`config.mk`:
```
export PLATFORM = sky130hd
export DESIGN_NAME = iob_spi_flash_line_fill_flat
export DESIGN_NICKNAME = d
export VERILOG_FILES = /design/src/rtl/iob_spi_flash_line_fill_pkg.sv /design/src/rtl/iob_spi_flash_line_fill_if.sv /design/src/rtl/iob_spi_line_buf.sv /design/src/rtl/iob_spi_flash_line_fill.sv /design/src/flat_wrapper.sv
export SDC_FILE = /design/constraint.sdc
export NUM_CORES = 1
export LEC_CHECK = 0
export BUFFER_PORTS_ARGS = -buffer_cell sky130_fd_sc_hd__buf_2
export CORE_ASPECT_RATIO = 0.7
export CORE_MARGIN = 4
export CORE_UTILIZATION = 51
export DETAILED_ROUTE_END_ITERATION = 12
export PLACE_DENSITY = 0.75
export SETUP_SLACK_MARGIN = 0.2
export SYNTH_ARGS = -nofsm -noshare
export SYNTH_HDL_FRONTEND = slang
export SYNTH_HIERARCHICAL = 1
export SYNTH_SLANG_ARGS = --single-unit
```
`constraint.sdc`:
```
create_clock -name clk_i -period 3.94 [get_ports clk_i]
set_input_delay 1.182 -clock clk_i [delete_from_list [all_inputs] [get_ports clk_i]]
set_output_delay 1.182 -clock clk_i [all_outputs]
set_load 0.01 [all_outputs]
```
`src/rtl/iob_spi_flash_line_fill_pkg.sv`:
```
`default_nettype none
// ============================================================================
//  Module   : iob_spi_flash_line_fill_pkg
//  Purpose  : Shared types and sizing helpers for the SPI flash line-fill
//             prefetch buffer.
//  Revision : 1.0  initial release
// ============================================================================
package iob_spi_flash_line_fill_pkg;

   localparam int DEF_DATA_W     = 32;
   localparam int DEF_ADDR_W     = 24;
   localparam int DEF_LINE_WORDS = 4;

   // Word-index width inside a line; a one-word line still needs one bit.
   function automatic int widx_width(input int line_words);
      return (line_words < 2) ? 1 : $clog2(line_words);
   endfunction

   localparam int WIDX_W = widx_width(DEF_LINE_WORDS);
   localparam int TAG_W  = DEF_ADDR_W - 2 - WIDX_W;

   typedef enum logic [1:0] {
      ST_IDLE = 2'd0,
      ST_REQ  = 2'd1,
      ST_GAP  = 2'd2,
      ST_RESP = 2'd3
   } state_t;

endpackage
`default_nettype wire

```
`src/rtl/iob_spi_flash_line_fill_if.sv`:
```
`default_nettype none
// ============================================================================
//  Module   : iob_spi_flash_line_fill_if
//  Purpose  : CPU native-bus side and flash-controller cache-port side of the
//             line-fill buffer. The slave modport is the buffer's view.
//  Revision : 1.0  initial release
// ============================================================================
interface iob_spi_flash_line_fill_if
   import iob_spi_flash_line_fill_pkg::*;
#(
   parameter int ADDR_W = DEF_ADDR_W,
   parameter int DATA_W = DEF_DATA_W
) ();

   // CPU side
   logic                  iob_valid;
   logic [ADDR_W-1:0]     iob_addr;
   logic [DATA_W/8-1:0]   iob_wstrb;
   logic [DATA_W-1:0]     iob_rdata;
   logic                  iob_rvalid;
   logic                  iob_ready;

   // Flash controller side
   logic                  fl_valid;
   logic [ADDR_W-1:0]     fl_addr;
   logic [DATA_W/8-1:0]   fl_wstrb;
   logic [DATA_W-1:0]     fl_rdata;
   logic                  fl_ready;

   modport slave (
      input  iob_valid, iob_addr, iob_wstrb,
      output iob_rdata, iob_rvalid, iob_ready,
      output fl_valid, fl_addr, fl_wstrb,
      input  fl_rdata, fl_ready
   );

   modport master (
      output iob_valid, iob_addr, iob_wstrb,
      input  iob_rdata, iob_rvalid, iob_ready,
      input  fl_valid, fl_addr, fl_wstrb,
      output fl_rdata, fl_ready
   );

endinterface
`default_nettype wire

```
`src/rtl/iob_spi_line_buf.sv`:
```
`default_nettype none
// ============================================================================
//  Module   : iob_spi_line_buf
//  Purpose  : One cache line of DATA_W words; single write port, asynchronous
//             read port. Data is not reset: validity is tracked by the owner.
//  Revision : 1.0  initial release
// ============================================================================
module iob_spi_line_buf #(
   parameter int DATA_W = 32,
   parameter int DEPTH  = 4,
   parameter int AW     = 2
) (
   input  wire logic              clk_i,
   input  wire logic              i_we,
   input  wire logic [AW-1:0]     i_waddr,
   input  wire logic [DATA_W-1:0] i_wdata,
   input  wire logic [AW-1:0]     i_raddr,
   output logic      [DATA_W-1:0] o_rdata
);

   logic [DATA_W-1:0] r_mem [DEPTH];

   // Capture one returned flash word into its slot of the line.
   always_ff @(posedge clk_i) begin
      if (i_we) begin
         r_mem[i_waddr] <= i_wdata;
      end
   end

   assign o_rdata = r_mem[i_raddr];

endmodule
`default_nettype wire

```
`src/rtl/iob_spi_flash_line_fill.sv`:
```
`default_nettype none
// ============================================================================
//  Module   : iob_spi_flash_line_fill
//  Purpose  : Read-only single-line prefetch buffer between the CPU native bus
//             and the SPI flash controller cache port. Hits answer from the
//             line register; misses fetch the whole aligned line word 0 up.
//  Revision : 1.0  initial release
// ============================================================================
module iob_spi_flash_line_fill
   import iob_spi_flash_line_fill_pkg::*;
#(
   parameter int DATA_W     = DEF_DATA_W,
   parameter int ADDR_W     = DEF_ADDR_W,
   parameter int LINE_WORDS = DEF_LINE_WORDS
) (
   input  wire logic                clk_i,
   input  wire logic                arst_n_i,
   input  wire logic                inv_i,
   output logic                     busy_o,
   iob_spi_flash_line_fill_if.slave bus
);

   localparam int c_WIDX_W = widx_width(LINE_WORDS);
   localparam int c_TAG_W  = ADDR_W - 2 - c_WIDX_W;

   state_t                r_state;
   state_t                w_state_nxt;
   logic                  r_line_vld;
   logic                  r_inv_pend;
   logic                  r_rvalid;
   logic [DATA_W-1:0]     r_rdata;
   logic [c_TAG_W-1:0]    r_tag;
   logic [c_WIDX_W-1:0]   r_widx;
   logic [c_WIDX_W-1:0]   r_cnt;

   logic [c_TAG_W-1:0]    w_tag_in;
   logic [c_WIDX_W-1:0]   w_widx_in;
   logic                  w_rd;
   logic                  w_hit;
   logic                  w_miss;
   logic                  w_last;
   logic                  w_buf_we;
   logic [c_WIDX_W-1:0]   w_buf_raddr;
   logic [DATA_W-1:0]     w_buf_rdata;
   logic                  w_unused_addr;

   assign w_tag_in  = bus.iob_addr[ADDR_W-1:2+c_WIDX_W];
   assign w_widx_in = bus.iob_addr[2+c_WIDX_W-1:2];
   // Byte-lane bits are irrelevant for word reads.
   assign w_unused_addr = &{1'b0, bus.iob_addr[1:0]};

   // A simultaneous invalidate forces the accepted read to miss.
   assign w_rd     = bus.iob_valid & (r_state == ST_IDLE) & ~(|bus.iob_wstrb);
   assign w_hit    = r_line_vld & ~inv_i & (w_tag_in == r_tag);
   assign w_miss   = w_rd & ~w_hit;
   assign w_last   = (r_cnt == c_WIDX_W'(LINE_WORDS - 1));
   assign w_buf_we = (r_state == ST_REQ) & bus.fl_ready;
   // IDLE serves hits at the incoming index; a fill answers at the latched one.
   assign w_buf_raddr = (r_state == ST_IDLE) ? w_widx_in : r_widx;

   iob_spi_line_buf #(
      .DATA_W (DATA_W),
      .DEPTH  (LINE_WORDS),
      .AW     (c_WIDX_W)
   ) u_line_buf (
      .clk_i   (clk_i),
      .i_we    (w_buf_we),
      .i_waddr (r_cnt),
      .i_wdata (bus.fl_rdata),
      .i_raddr (w_buf_raddr),
      .o_rdata (w_buf_rdata)
   );

   // State register.
   always_ff @(posedge clk_i or negedge arst_n_i) begin
      if (!arst_n_i) begin
         r_state <= ST_IDLE;
      end else begin
         r_state <= w_state_nxt;
      end
   end

   // Next-state logic: one flash word per REQ, one idle GAP after each word.
   always_comb begin
      w_state_nxt = r_state;
      case (r_state)
         ST_IDLE: if (w_miss)        w_state_nxt = ST_REQ;
         ST_REQ:  if (bus.fl_ready)  w_state_nxt = ST_GAP;
         ST_GAP:  w_state_nxt = w_last ? ST_RESP : ST_REQ;
         ST_RESP: w_state_nxt = ST_IDLE;
         default: w_state_nxt = ST_IDLE;
      endcase
   end

   // Tag/valid/invalidate tracking, fill counter and registered CPU response.
   always_ff @(posedge clk_i or negedge arst_n_i) begin
      if (!arst_n_i) begin
         r_line_vld <= 1'b0;
         r_inv_pend <= 1'b0;
         r_rvalid   <= 1'b0;
         r_rdata    <= '0;
         r_tag      <= '0;
         r_widx     <= '0;
         r_cnt      <= '0;
      end else begin
         r_rvalid <= 1'b0;
         case (r_state)
            ST_IDLE: begin
               if (w_rd && w_hit) begin
                  r_rvalid <= 1'b1;
                  r_rdata  <= w_buf_rdata;
               end else if (w_miss) begin
                  r_tag      <= w_tag_in;
                  r_widx     <= w_widx_in;
                  r_cnt      <= '0;
                  r_line_vld <= 1'b0;
                  r_inv_pend <= 1'b0;
               end
               if (inv_i) begin
                  r_line_vld <= 1'b0;
               end
            end
            ST_REQ: begin
               if (inv_i) begin
                  r_inv_pend <= 1'b1;
               end
            end
            ST_GAP: begin
               if (inv_i) begin
                  r_inv_pend <= 1'b1;
               end
               if (w_last) begin
                  r_rvalid <= 1'b1;
                  r_rdata  <= w_buf_rdata;
               end else begin
                  r_cnt <= r_cnt + c_WIDX_W'(1);
               end
            end
            ST_RESP: begin
               r_line_vld <= ~(r_inv_pend | inv_i);
               r_inv_pend <= 1'b0;
            end
            default: ;
         endcase
      end
   end

   assign bus.iob_ready  = (r_state == ST_IDLE);
   assign bus.iob_rvalid = r_rvalid;
   assign bus.iob_rdata  = r_rdata;
   assign bus.fl_valid   = (r_state == ST_REQ);
   assign bus.fl_addr    = {r_tag, r_cnt, 2'b00};
   assign bus.fl_wstrb   = '0;
   assign busy_o         = (r_state != ST_IDLE);

endmodule
`default_nettype wire
```
`src/flat_wrapper.sv`:
```
// flat-port wrapper written by rule: the top's interface ports become plain ports
module iob_spi_flash_line_fill_flat import iob_spi_flash_line_fill_pkg::*;
#(
   parameter int DATA_W     = DEF_DATA_W,
   parameter int ADDR_W     = DEF_ADDR_W,
   parameter int LINE_WORDS = DEF_LINE_WORDS
)
  (clk_i, arst_n_i, inv_i, busy_o, bus_iob_valid, bus_iob_addr, bus_iob_wstrb, bus_iob_rdata, bus_iob_rvalid, bus_iob_ready, bus_fl_valid, bus_fl_addr, bus_fl_wstrb, bus_fl_rdata, bus_fl_ready);
  iob_spi_flash_line_fill_if #(.ADDR_W(ADDR_W), .DATA_W(DATA_W)) bus_i ();
  input  wire logic clk_i;
  input  wire logic arst_n_i;
  input  wire logic inv_i;
  output logic busy_o;
  input wire logic [$bits(bus_i.iob_valid)-1:0] bus_iob_valid;
  input wire logic [$bits(bus_i.iob_addr)-1:0] bus_iob_addr;
  input wire logic [$bits(bus_i.iob_wstrb)-1:0] bus_iob_wstrb;
  output wire logic [$bits(bus_i.iob_rdata)-1:0] bus_iob_rdata;
  output wire logic [$bits(bus_i.iob_rvalid)-1:0] bus_iob_rvalid;
  output wire logic [$bits(bus_i.iob_ready)-1:0] bus_iob_ready;
  output wire logic [$bits(bus_i.fl_valid)-1:0] bus_fl_valid;
  output wire logic [$bits(bus_i.fl_addr)-1:0] bus_fl_addr;
  output wire logic [$bits(bus_i.fl_wstrb)-1:0] bus_fl_wstrb;
  input wire logic [$bits(bus_i.fl_rdata)-1:0] bus_fl_rdata;
  input wire logic [$bits(bus_i.fl_ready)-1:0] bus_fl_ready;
  assign bus_i.iob_valid = bus_iob_valid;
  assign bus_i.iob_addr = bus_iob_addr;
  assign bus_i.iob_wstrb = bus_iob_wstrb;
  assign bus_iob_rdata = bus_i.iob_rdata;
  assign bus_iob_rvalid = bus_i.iob_rvalid;
  assign bus_iob_ready = bus_i.iob_ready;
  assign bus_fl_valid = bus_i.fl_valid;
  assign bus_fl_addr = bus_i.fl_addr;
  assign bus_fl_wstrb = bus_i.fl_wstrb;
  assign bus_i.fl_rdata = bus_fl_rdata;
  assign bus_i.fl_ready = bus_fl_ready;
  iob_spi_flash_line_fill #(.DATA_W(DATA_W), .ADDR_W(ADDR_W), .LINE_WORDS(LINE_WORDS)) u_core (.clk_i(clk_i), .arst_n_i(arst_n_i), .inv_i(inv_i), .busy_o(busy_o), .bus(bus_i));
endmodule
```
==> metrics <==
status complete, no violations; DRT Pass-1 Iters 4; initial antenna violation count 3; Vias per Instance 5.49; Mean Syn Cell Area 19.4 um^2; Remaining DRCs 0; P&R area growth vs syn 16.8%; Final Setup Violations 0; largest net degree at the start of global routing 39; Peak Freq 329 MHz; final worst-path cycle share 0.770; startpoint types register; Synth Register Bits 189; root buf cell clkbuf_16; Ports 129; setup tns final 0 ns; critical path required time 2.76 ns; number of global-route vias before repair 4,330; total wire length 14,700 um; fillcell total 1,072; clock skew 0.0131 ns; LEAKAGE 3.53 nW; Worst EP arrival 1.85 ns; post-synth top area share 0.495; share of cells above drive strength 1 0.414; global route overflow 0; HPWL Detailed 9280 um; RSZ-0062 raised after global routing false; ranking of synthesized cells by area edfxtp_1 (50%), dfrtp_1 (20%), mux4_2 (8.7%); first-pass GRT wire length 23,500 um; Post-CTS Hold Buffers 0; crit path time final 3.04 ns; Final Hold Fails 0; Inserted Clock Buffers 17; core area 14,800 um^2; VDD IR max 0.000389 V; Slew @ Worst Pin 0.990 ns; die width 155 um; H-tree depth 4; most frequent cells in the layout edfxtp_1 (128), buf_2 (120), dfrtp_1 (61); post-cts gate resize count 0; Final Max Tran Viols 0; Total Routing Usage GR 0.177; Synth Flop Type edfxtp_1; Yosys warning count 6; async set or reset register ratio after synthesis 0.323; leading cell type in the layout, fill and taps excluded edfxtp_1; total clock sinks 189; port bufs 120; crit path kind reg2out; Die Ht 111 um; Worst-Skew Late Latency 0.42 ns; Reg area 5370 um^2; register area share after synthesis 0.692; diode count 0; Relative slew margins 0.340; area leader, netlist edfxtp_1; total power per unit cell area 735 nW/um^2; Yosys cell types 48; Gate Count Post-Synth 400; row count 37; Post-CTS Setup Inserts 0; CTS tree done; via count 4,052; number of synthesized flops with an enable pin 128; CP max-delay cell ha_1; worst hold path type reg2reg; Starting DRT DRC Count 190; Clk pin slew, worst setup/hold paths 0.07 ns; Final ANT Viol Nets 0; placer congestion estimate 0.838; crit-path max FO 12; Worst path max stage delay 0.47 ns; CP cell instances inv_1, ha_1, inv_2, buf_2; Final Util 0.612; Crit. End Element output port; Wirelength per Cell 19.9 um; Total Nets Final 601; max-cap violations 0; die area 17,300 um^2; multi-input logic area 2210 um^2; Initial Util 0.524; synthesized cell area 7760 um^2; CTS Buffer Depth 2
==> per-layer routing <==
layer  share of wire  up-vias  global-route usage
met5          0.0028        -                   0
li1                -     1826                   -
met2            0.50       93               0.284
met4           0.011        6              0.0501
met1            0.44     2108               0.240
met3           0.051       19              0.0492
==> power by group <==
group	switching [mW]	internal (mW)
sequential	0.263	2.61
combinational	1.09	1.09
clock	0.712	0.898
total	2.07	4.59
==> path summary, 6_finish.rpt <==
check	from	endpoint	slack (ns)	depth (start not counted)
min in group asynchronous	arst_n_i	u_core/bus.iob_rdata[6]	0.77	2
max	u_core/r_state[0]	busy_o	0.90	4
min reg2reg	u_core/bus.iob_rdata[2]	u_core/bus.iob_rdata[2]	0.49	1
min	u_core/bus.iob_rdata[2]	u_core/bus.iob_rdata[2]	0.49	1
max in group asynchronous	arst_n_i	u_core/r_widx[0]	2.73	2
max reg2reg	u_core/r_state[0]	u_core/bus.iob_rdata[13]	0.94	9
==> kinds of logic (layout without fill, tap and decap cells) <==
family	count (synthesis)	in the layout	synth area share
adders and majority gates	6	6	0.00967
xor gates and xnor gates	20	20	0.0226
muxes	90	90	0.188
AOI/OAI and AO/OA	15	15	0.0155
buffers and inverters	25	163	0.0285
DFF	189	189	0.692
and+or+nand+nor	54	54	0.0437
other	1	6	0.000483
==> area by class of cell <==
class                      count  area share
inverter                       4     0.00166
sequential                   189       0.592
tap                          195      0.0269
timing repair buffer         127      0.0734
multi-input combinational    191       0.244
clock inverter                11      0.0121
clock buffer                  21      0.0497
==> sequential cells by signal, summed over array words and instances, names as in the netlist <==
register and cells:
u_core/bus.iob_rdata 32, u_core/r_state 2, u_core/r_widx 2, u_core/r_inv_pend 1, u_core/r_line_vld 1, u_core/r_cnt 2
u_core/r_tag 20, u_core/u_line_buf/r_mem 128, u_core/bus.iob_rvalid 1
==> synth_stat cells (all sizes together), types with 2 or more instances <==
cell / instances
nand3: 8
o21ai: 6
and3: 2
nor3: 4
dfrtp: 61
clkbuf: 2
xor2: 20
nand3b: 2
inv: 4
and3b: 3
o211ai: 2
a31oi: 2
nor4: 8
mux4: 32
nor2b: 2
nand2b: 2
mux2: 57
nand4: 2
ha: 6
edfxtp: 128
nor2: 10
nand2: 5
buf: 19
==> critical path: cells and delay by family, from the launching register on <==
family     cells  cell delay, ns
flops          1            0.42
buf+inv        3            0.55
fa+ha+maj      1            0.47
==> stage by stage <==
| step | instance area (um^2) | hold WS [ns] | instances | setup slack, ns | power (mW) |
|---|---|---|---|---|---|
| 5_1_grt | 9060 | 0.496 | 738 | 0.730 | 7.04 |
| 6_report | 9060 | 0.486 | 738 | 0.904 | 6.66 |
| 3_3_place_gp | 8500 | 0.468 | 706 | 0.731 | 5.04 |
| 4_1_cts | 9060 | 0.491 | 738 | 0.904 | 6.75 |
| 3_5_place_dp | 8500 | 0.476 | 706 | 0.690 | 5.13 |
| 2_1_floorplan | 7780 | 0.472 | 405 | 0.897 | 4.47 |
Power figures use the tool's default switching activity.
